File: config.mk
export PLATFORM = sky130hd
export DESIGN_NAME = seg_display_mux_flat
export DESIGN_NICKNAME = d
export VERILOG_FILES = /design/src/rtl/seg_display_if.sv /design/src/rtl/seg_display_mux.sv /design/src/flat_wrapper.sv
export SDC_FILE = /design/constraint.sdc
export NUM_CORES = 1
export LEC_CHECK = 0
export BUFFER_PORTS_ARGS = -buffer_cell sky130_fd_sc_hd__buf_2
export CORE_MARGIN = 2
export CORE_UTILIZATION = 50
export DETAILED_ROUTE_END_ITERATION = 7
export PLACE_DENSITY = 0.75
export SLEW_MARGIN = 20
export SYNTH_ARGS = -nofsm -noshare
export SYNTH_HDL_FRONTEND = slang
export SYNTH_SLANG_ARGS = --single-unit
File: constraint.sdc
create_clock -name clk -period 3.8 [get_ports clk]
set_input_delay 0.38 -clock clk [delete_from_list [all_inputs] [get_ports clk]]
set_output_delay 0.38 -clock clk [all_outputs]
set_load 0.02 [all_outputs]
File: src/rtl/seg_display_if.sv
// Bundle of the capture inputs and scan outputs of the seven-segment display driver.
// The datapath side uses master; the driver uses slave.
interface seg_display_if #(
  parameter int DIGITS = 4
);
  logic [4*DIGITS-1:0] data_in;
  logic                load;
  logic [DIGITS-1:0]   dp_in;
  logic [DIGITS-1:0]   blank_mask;
  logic [6:0]          seg;
  logic                dp;
  logic [DIGITS-1:0]   an;
  logic                frame_done;

  modport master (
    output data_in, load, dp_in, blank_mask,
    input  seg, dp, an, frame_done
  );

  modport slave (
    input  data_in, load, dp_in, blank_mask,
    output seg, dp, an, frame_done
  );
endinterface

File: src/rtl/seg_display_mux.sv
// Multiplexed DIGITS-wide seven-segment scanner with frame-synchronous, tear-free updates.
// Optional feature: define SEG_LEADING_ZERO_BLANK_EN to darken leading zero digits.
module seg_display_mux #(
  parameter int DIGITS     = 4,
  parameter int SCAN_DIV   = 50000,
  parameter bit ACTIVE_LOW = 1'b1
) (
  input  logic         clk,
  input  logic         reset,
  seg_display_if.slave bus
);

  localparam int PC_W  = (SCAN_DIV > 2) ? $clog2(SCAN_DIV) : 1;
  localparam int IDX_W = (DIGITS > 1) ? $clog2(DIGITS) : 1;
  localparam logic [PC_W-1:0]  PC_LAST  = PC_W'(SCAN_DIV - 1);
  localparam logic [IDX_W-1:0] IDX_LAST = IDX_W'(DIGITS - 1);

  function automatic logic [6:0] hex_encode(input logic [3:0] nib);
    logic [6:0] s;
    case (nib)
      4'h0: s = 7'b0111111;
      4'h1: s = 7'b0000110;
      4'h2: s = 7'b1011011;
      4'h3: s = 7'b1001111;
      4'h4: s = 7'b1100110;
      4'h5: s = 7'b1101101;
      4'h6: s = 7'b1111101;
      4'h7: s = 7'b0000111;
      4'h8: s = 7'b1111111;
      4'h9: s = 7'b1100111;
      4'hA: s = 7'b1110111;
      4'hB: s = 7'b1111100;
      4'hC: s = 7'b1011000;
      4'hD: s = 7'b1011110;
      4'hE: s = 7'b1111001;
      default: s = 7'b1110001;
    endcase
    return s;
  endfunction

  function automatic logic [6:0] pol_seg(input logic [6:0] v);
    return ACTIVE_LOW ? ~v : v;
  endfunction

  function automatic logic pol_bit(input logic v);
    return ACTIVE_LOW ? ~v : v;
  endfunction

  function automatic logic [DIGITS-1:0] pol_an(input logic [DIGITS-1:0] v);
    return ACTIVE_LOW ? ~v : v;
  endfunction

  logic [PC_W-1:0]     pcnt;
  logic [IDX_W-1:0]    idx;
  logic                pending;
  logic [4*DIGITS-1:0] sh_data;
  logic [DIGITS-1:0]   sh_dp;
  logic [DIGITS-1:0]   sh_blank;
  logic [4*DIGITS-1:0] dsp_data;
  logic [DIGITS-1:0]   dsp_dp;
  logic [DIGITS-1:0]   dsp_blank;
  logic                wrap_p0;

  logic [6:0]          seg_p1;
  logic                dp_p1;
  logic [DIGITS-1:0]   an_p1;
  logic                frame_done_p1;

  logic                pcnt_wrap;
  logic                frame_wrap;
  logic [DIGITS-1:0]   seg_blank;
  logic [DIGITS-1:0]   an_raw;
  logic [3:0]          nib_sel;
  logic                dp_sel;
  logic                blank_sel;
  logic                seg_blank_sel;
  logic [6:0]          seg_nxt;
  logic                dp_nxt;

  assign pcnt_wrap  = (pcnt == PC_LAST);
  assign frame_wrap = pcnt_wrap && (idx == IDX_LAST);

  // Stage p0: prescaler, digit index and the shadow/display register sets
  always_ff @(posedge clk or negedge reset) begin
    if (!reset) begin
      pcnt <= '0;
      idx  <= '0;
    end else if (pcnt_wrap) begin
      pcnt <= '0;
      idx  <= (idx == IDX_LAST) ? '0 : idx + IDX_W'(1);
    end else begin
      pcnt <= pcnt + PC_W'(1);
    end
  end

  always_ff @(posedge clk or negedge reset) begin
    if (!reset) begin
      sh_data  <= '0;
      sh_dp    <= '0;
      sh_blank <= '0;
    end else if (bus.load) begin
      sh_data  <= bus.data_in;
      sh_dp    <= bus.dp_in;
      sh_blank <= bus.blank_mask;
    end
  end

  // A load on the wrap cycle bypasses the shadow set and leaves nothing pending.
  always_ff @(posedge clk or negedge reset) begin
    if (!reset) begin
      pending   <= 1'b0;
      dsp_data  <= '0;
      dsp_dp    <= '0;
      dsp_blank <= '0;
    end else if (frame_wrap) begin
      pending <= 1'b0;
      if (bus.load) begin
        dsp_data  <= bus.data_in;
        dsp_dp    <= bus.dp_in;
        dsp_blank <= bus.blank_mask;
      end else if (pending) begin
        dsp_data  <= sh_data;
        dsp_dp    <= sh_dp;
        dsp_blank <= sh_blank;
      end
    end else if (bus.load) begin
      pending <= 1'b1;
    end
  end

  always_ff @(posedge clk or negedge reset) begin
    if (!reset) begin
      wrap_p0 <= 1'b0;
    end else begin
      wrap_p0 <= frame_wrap;
    end
  end

`ifdef SEG_LEADING_ZERO_BLANK_EN
  logic [DIGITS-1:0] lz_mask;
  logic              zero_above;

  // Digit 0 is excluded so an all-zero value still shows a single "0".
  always_comb begin
    lz_mask    = '0;
    zero_above = 1'b1;
    for (int k = DIGITS - 1; k >= 1; k--) begin
      zero_above = zero_above & (dsp_data[4*k +: 4] == 4'h0);
      lz_mask[k] = zero_above;
    end
  end

  assign seg_blank = dsp_blank | lz_mask;
`else
  assign seg_blank = dsp_blank;
`endif

  always_comb begin
    nib_sel       = 4'h0;
    dp_sel        = 1'b0;
    blank_sel     = 1'b0;
    seg_blank_sel = 1'b0;
    an_raw        = '0;
    for (int k = 0; k < DIGITS; k++) begin
      if (idx == IDX_W'(k)) begin
        nib_sel       = dsp_data[4*k +: 4];
        dp_sel        = dsp_dp[k];
        blank_sel     = dsp_blank[k];
        seg_blank_sel = seg_blank[k];
        an_raw[k]     = 1'b1;
      end
    end
  end

  assign seg_nxt = seg_blank_sel ? 7'h00 : hex_encode(nib_sel);
  assign dp_nxt  = dp_sel & ~blank_sel;

  // Stage p1: registered pad drive, polarity applied here only
  always_ff @(posedge clk or negedge reset) begin
    if (!reset) begin
      seg_p1        <= pol_seg(7'h00);
      dp_p1         <= pol_bit(1'b0);
      an_p1         <= pol_an('0);
      frame_done_p1 <= 1'b0;
    end else begin
      seg_p1        <= pol_seg(seg_nxt);
      dp_p1         <= pol_bit(dp_nxt);
      an_p1         <= pol_an(an_raw);
      frame_done_p1 <= wrap_p0;
    end
  end

  assign bus.seg        = seg_p1;
  assign bus.dp         = dp_p1;
  assign bus.an         = an_p1;
  assign bus.frame_done = frame_done_p1;

endmodule
File: src/flat_wrapper.sv
// flat-port wrapper written by rule: the top's interface ports become plain ports
module seg_display_mux_flat 
#(
  parameter int DIGITS     = 4,
  parameter int SCAN_DIV   = 50000,
  parameter bit ACTIVE_LOW = 1'b1
)
  (clk, reset, bus_data_in, bus_load, bus_dp_in, bus_blank_mask, bus_seg, bus_dp, bus_an, bus_frame_done);
  seg_display_if #(.DIGITS(DIGITS)) bus_i ();
  input  logic clk;
  input  logic reset;
  input wire logic [$bits(bus_i.data_in)-1:0] bus_data_in;
  input wire logic [$bits(bus_i.load)-1:0] bus_load;
  input wire logic [$bits(bus_i.dp_in)-1:0] bus_dp_in;
  input wire logic [$bits(bus_i.blank_mask)-1:0] bus_blank_mask;
  output wire logic [$bits(bus_i.seg)-1:0] bus_seg;
  output wire logic [$bits(bus_i.dp)-1:0] bus_dp;
  output wire logic [$bits(bus_i.an)-1:0] bus_an;
  output wire logic [$bits(bus_i.frame_done)-1:0] bus_frame_done;
  assign bus_i.data_in = bus_data_in;
  assign bus_i.load = bus_load;
  assign bus_i.dp_in = bus_dp_in;
  assign bus_i.blank_mask = bus_blank_mask;
  assign bus_seg = bus_i.seg;
  assign bus_dp = bus_i.dp;
  assign bus_an = bus_i.an;
  assign bus_frame_done = bus_i.frame_done;
  seg_display_mux #(.DIGITS(DIGITS), .SCAN_DIV(SCAN_DIV), .ACTIVE_LOW(ACTIVE_LOW)) u_core (.clk(clk), .reset(reset), .bus(bus_i));
endmodule
==> flow_summary.json <==
{
  "dieArea_sq_um": 7910,
  "cts-hold-fix-buffers": 0,
  "ys_types": 45,
  "reg2reg_depth": 8,
  "p_per_area_nw_per_um2": 409,
  "path_clk_slew_ns": 0.08,
  "worst_slack_ns": 0.958,
  "syn_nets": 318,
  "dieHeight_um": 88.9,
  "synth_seq_area_share_pct": 56.6,
  "io_pins": 40,
  "cts_setup_buffers": 0,
  "first_pass_iters": 4,
  "drive_above_1_share_pct": 38.1,
  "max_cap_viol_count": 0,
  "io_buffers": 39,
  "cts_tree": "built",
  "cp.required_ns": 4.06,
  "syn_to_final_growth_pct": 13.4,
  "finalMaxSlewViolations": 0,
  "rsz0062_at_grt": "false",
  "fin_worst_skew_ns": 0.0120,
  "yosysWarnings": 0,
  "cts_buffers": 9,
  "wl_met1_mm": 2.79,
  "clockBufferDepth": 2,
  "synthCells": 281,
  "final_nets": 360,
  "yosysTopAreaCell": "dfrtp_1",
  "drc": 0,
  "wl_met2_mm": 3.13,
  "synth-seq-cells": 81,
  "grt_max_degree": 82,
  "drt_iter0_markers": 102,
  "route.top_layer_used": "met4",
  "grt_first_pass_wirelength_mm": 10.8,
  "drtAntennaViolNets": 0,
  "grtUsageTotal_pct": 18.3,
  "place.gp.congestion": 0.754,
  "grt_overflow": 0,
  "max_stage_delay_ns": 0.60,
  "synth_edf_count": 0,
  "start_util_pct": 52.5,
  "dp.cells": 408,
  "place_hpwl_mm": 4.42,
  "worstPathArrival_ns": 3.10,
  "fin_crit_sh_pct": 74.8,
  "vias": 2232,
  "fp.dieW_um": 88.9,
  "synth_top_flop_cell": "dfrtp_1",
  "status": "completed",
  "worst_pin_slew_ns": 0.954,
  "dr_wl_met3_um": 227,
  "viasPerCell": 5.26,
  "synth_top_area_share_pct": 47.9,
  "path_class": "flop to flop",
  "crit_path_start_kind": "flop",
  "routed_wl_mm": 6.29,
  "dp_slack_ns": 0.971,
  "endpoint_kind": "flop",
  "coreArea_sq_um": 6870,
  "h-tree-depth": 3,
  "synth_area_leaders": "dfrtp_1 (48%), mux2_2 (16%), dfstp_2 (8.7%)",
  "syn_avg_cell_area_sq_um": 12.8,
  "root_buffer": "clkbuf_8",
  "cp_cell_sequence": "ha_1, clkinv_1, o221ai_1, inv_1, ha_1, nand3_1, o211a_1, o41ai_2",
  "cts_resized": 0,
  "irDropWorstVdd_uv": 256,
  "p_leak_nw": 1.91,
  "fin_crit_ns": 2.84,
  "clk_latency_ns": 0.36,
  "slew-limit-headroom_pct": 36.4,
  "grt_pass1_vias": 2306,
  "cts.sinks": 81,
  "crit_slowest_cell": "o221ai_1",
  "min_path_type": "primary input to asynchronous set/reset pin",
  "fin_cells": 424,
  "wire_per_inst_um": 14.8,
  "num_rows": 30,
  "netlist_area_sq_um": 3610,
  "num_antenna_cells": 0,
  "async_reset_ff_share_pct": 100,
  "cp_max_fo": 9,
  "antenna_found_initial": 0,
  "cp_common_cell": "ha_1",
  "clock.fmax_ghz": 0.352,
  "finalSetupViolations": 0,
  "fin_setup_tns_ns": 0,
  "hold_viol_final": 0
}
-- flip-flops by register name, indices dropped and copies added (netlist names) --
signal                 cells
u_core.bus.dp              1
u_core.bus.an              4
u_core.sh_data            16
u_core.dsp_dp              4
u_core.dsp_blank           4
u_core.pending             1
u_core.sh_blank            4
u_core.sh_dp               4
u_core.dsp_data           16
u_core.wrap_p0             1
u_core.idx                 2
u_core.bus.seg             7
u_core.pcnt               16
u_core.bus.frame_done      1
-- per-stage QoR --
step	total power [mW]	hold WS, ns	utilization (%)	instance area [sq um]
final	1.67	0.179	59.5	4090
after global routing	1.73	0.271	59.5	4090
after CTS	1.69	0.210	59.5	4090
after floorplan	0.944	0.0844	-	3610
after detailed placement	0.983	0.348	56.2	3860
after global placement	0.978	0.337	56.2	3860
-- layout by cell type, fill, tap and decap left out, types with 2 or more instances in the layout --
master / instances
nor2_1: 18
mux2_2: 50
buf_2: 38
and3_1: 2
a21oi_1: 7
o211ai_1: 6
o211a_1: 3
o21ai_0: 5
nand2_1: 20
dfstp_2: 12
nand3b_1: 2
nand4_1: 4
nand2b_1: 3
dfrtp_1: 69
bufinv_16: 2
nand3_1: 9
clkbuf_8: 11
inv_1: 11
ha_1: 10
xor2_1: 7
o221ai_1: 2
mux2i_1: 2
xnor2_1: 7
buf_4: 3
nor3b_1: 2
-- path summary, 6_finish.rpt --
path | end | slack [ns] | from
max | u_core.bus.seg[3]$_DFF_PN1_ | 0.96 | u_core.idx[1]$_DFFE_PN0N_
min | u_core.sh_dp[2]$_DFFE_PN0P_ | 0.18 | reset
max reg2reg | u_core.bus.seg[3]$_DFF_PN1_ | 0.96 | u_core.idx[1]$_DFFE_PN0N_
min reg2reg | u_core.bus.frame_done$_DFF_PN0_ | 0.37 | u_core.wrap_p0$_DFF_PN0_
max in group asynchronous | u_core.dsp_data[12]$_DFFE_PN0P_ | 3.02 | reset
min in group clk | u_core.sh_data[1]$_DFFE_PN0P_ | 0.27 | bus_data_in[1]
-- synthesized netlist by cell type (2+ instances only) --
cell and count:
dfstp_2 12, nand3_1 9, a21oi_1 7, o21ai_0 5, o211ai_1 6, mux2_2 50
inv_1 11, xor2_1 7, buf_4 2, dfrtp_1 69, buf_6 4, xnor2_1 7
nor3b_1 2, nand2b_1 3, o221ai_1 2, nand2_1 20, nor2_1 18, nand3b_1 2
ha_1 10, buf_2 3, o211a_1 3, mux2i_1 2, and3_1 2, nand4_1 4
-- power by group --
group,total [mW],switching [mW],leakage (nW),internal (mW)
registers,0.893,0.00591,1.01,0.887
clock network,0.712,0.304,0.117,0.408
logic,0.0697,0.0369,0.774,0.0328
-- layer usage --
layer	vias up	track usage, %
met5	-	0
met2	42	31.3
met1	1106	22.1
li1	1071	-
met3	13	3.88
met4	0	8.68
-- cell families after synthesis --
family                   count (synthesis)  synth area share, %
adder cells (fa/ha/maj)                 10                 3.47
flip-flops                              81                 56.6
AND/OR/NAND/NOR                         70                 10.2
multiplexers                            52                 16.2
buffers and inverters                   22                 3.43
XOR/XNOR                                14                 3.40
AO/OA/AOI/OAI                           32                 6.70
-- final cells by class --
cell class / count / area (sq um)
Clock buffer: 12 / 155
Clock inverter: 4 / 73.8
Fill cell: 551 / 2780
Inverter: 12 / 45.0
Multi-Input combinational cell: 178 / 1440
Sequential cell: 81 / 2040
Tap cell: 96 / 120
Timing Repair Buffer: 41 / 213
-- worst max-delay path, delay by kind of cell (launching register included) --
family | cells | cell delay, ns
compound gates | 3 | 1.09
flops | 1 | 0.38
fa+ha+maj | 2 | 0.73
simple gates | 1 | 0.10
buf+inv | 2 | 0.43
Note: power is estimated with default switching activity, not from simulation.
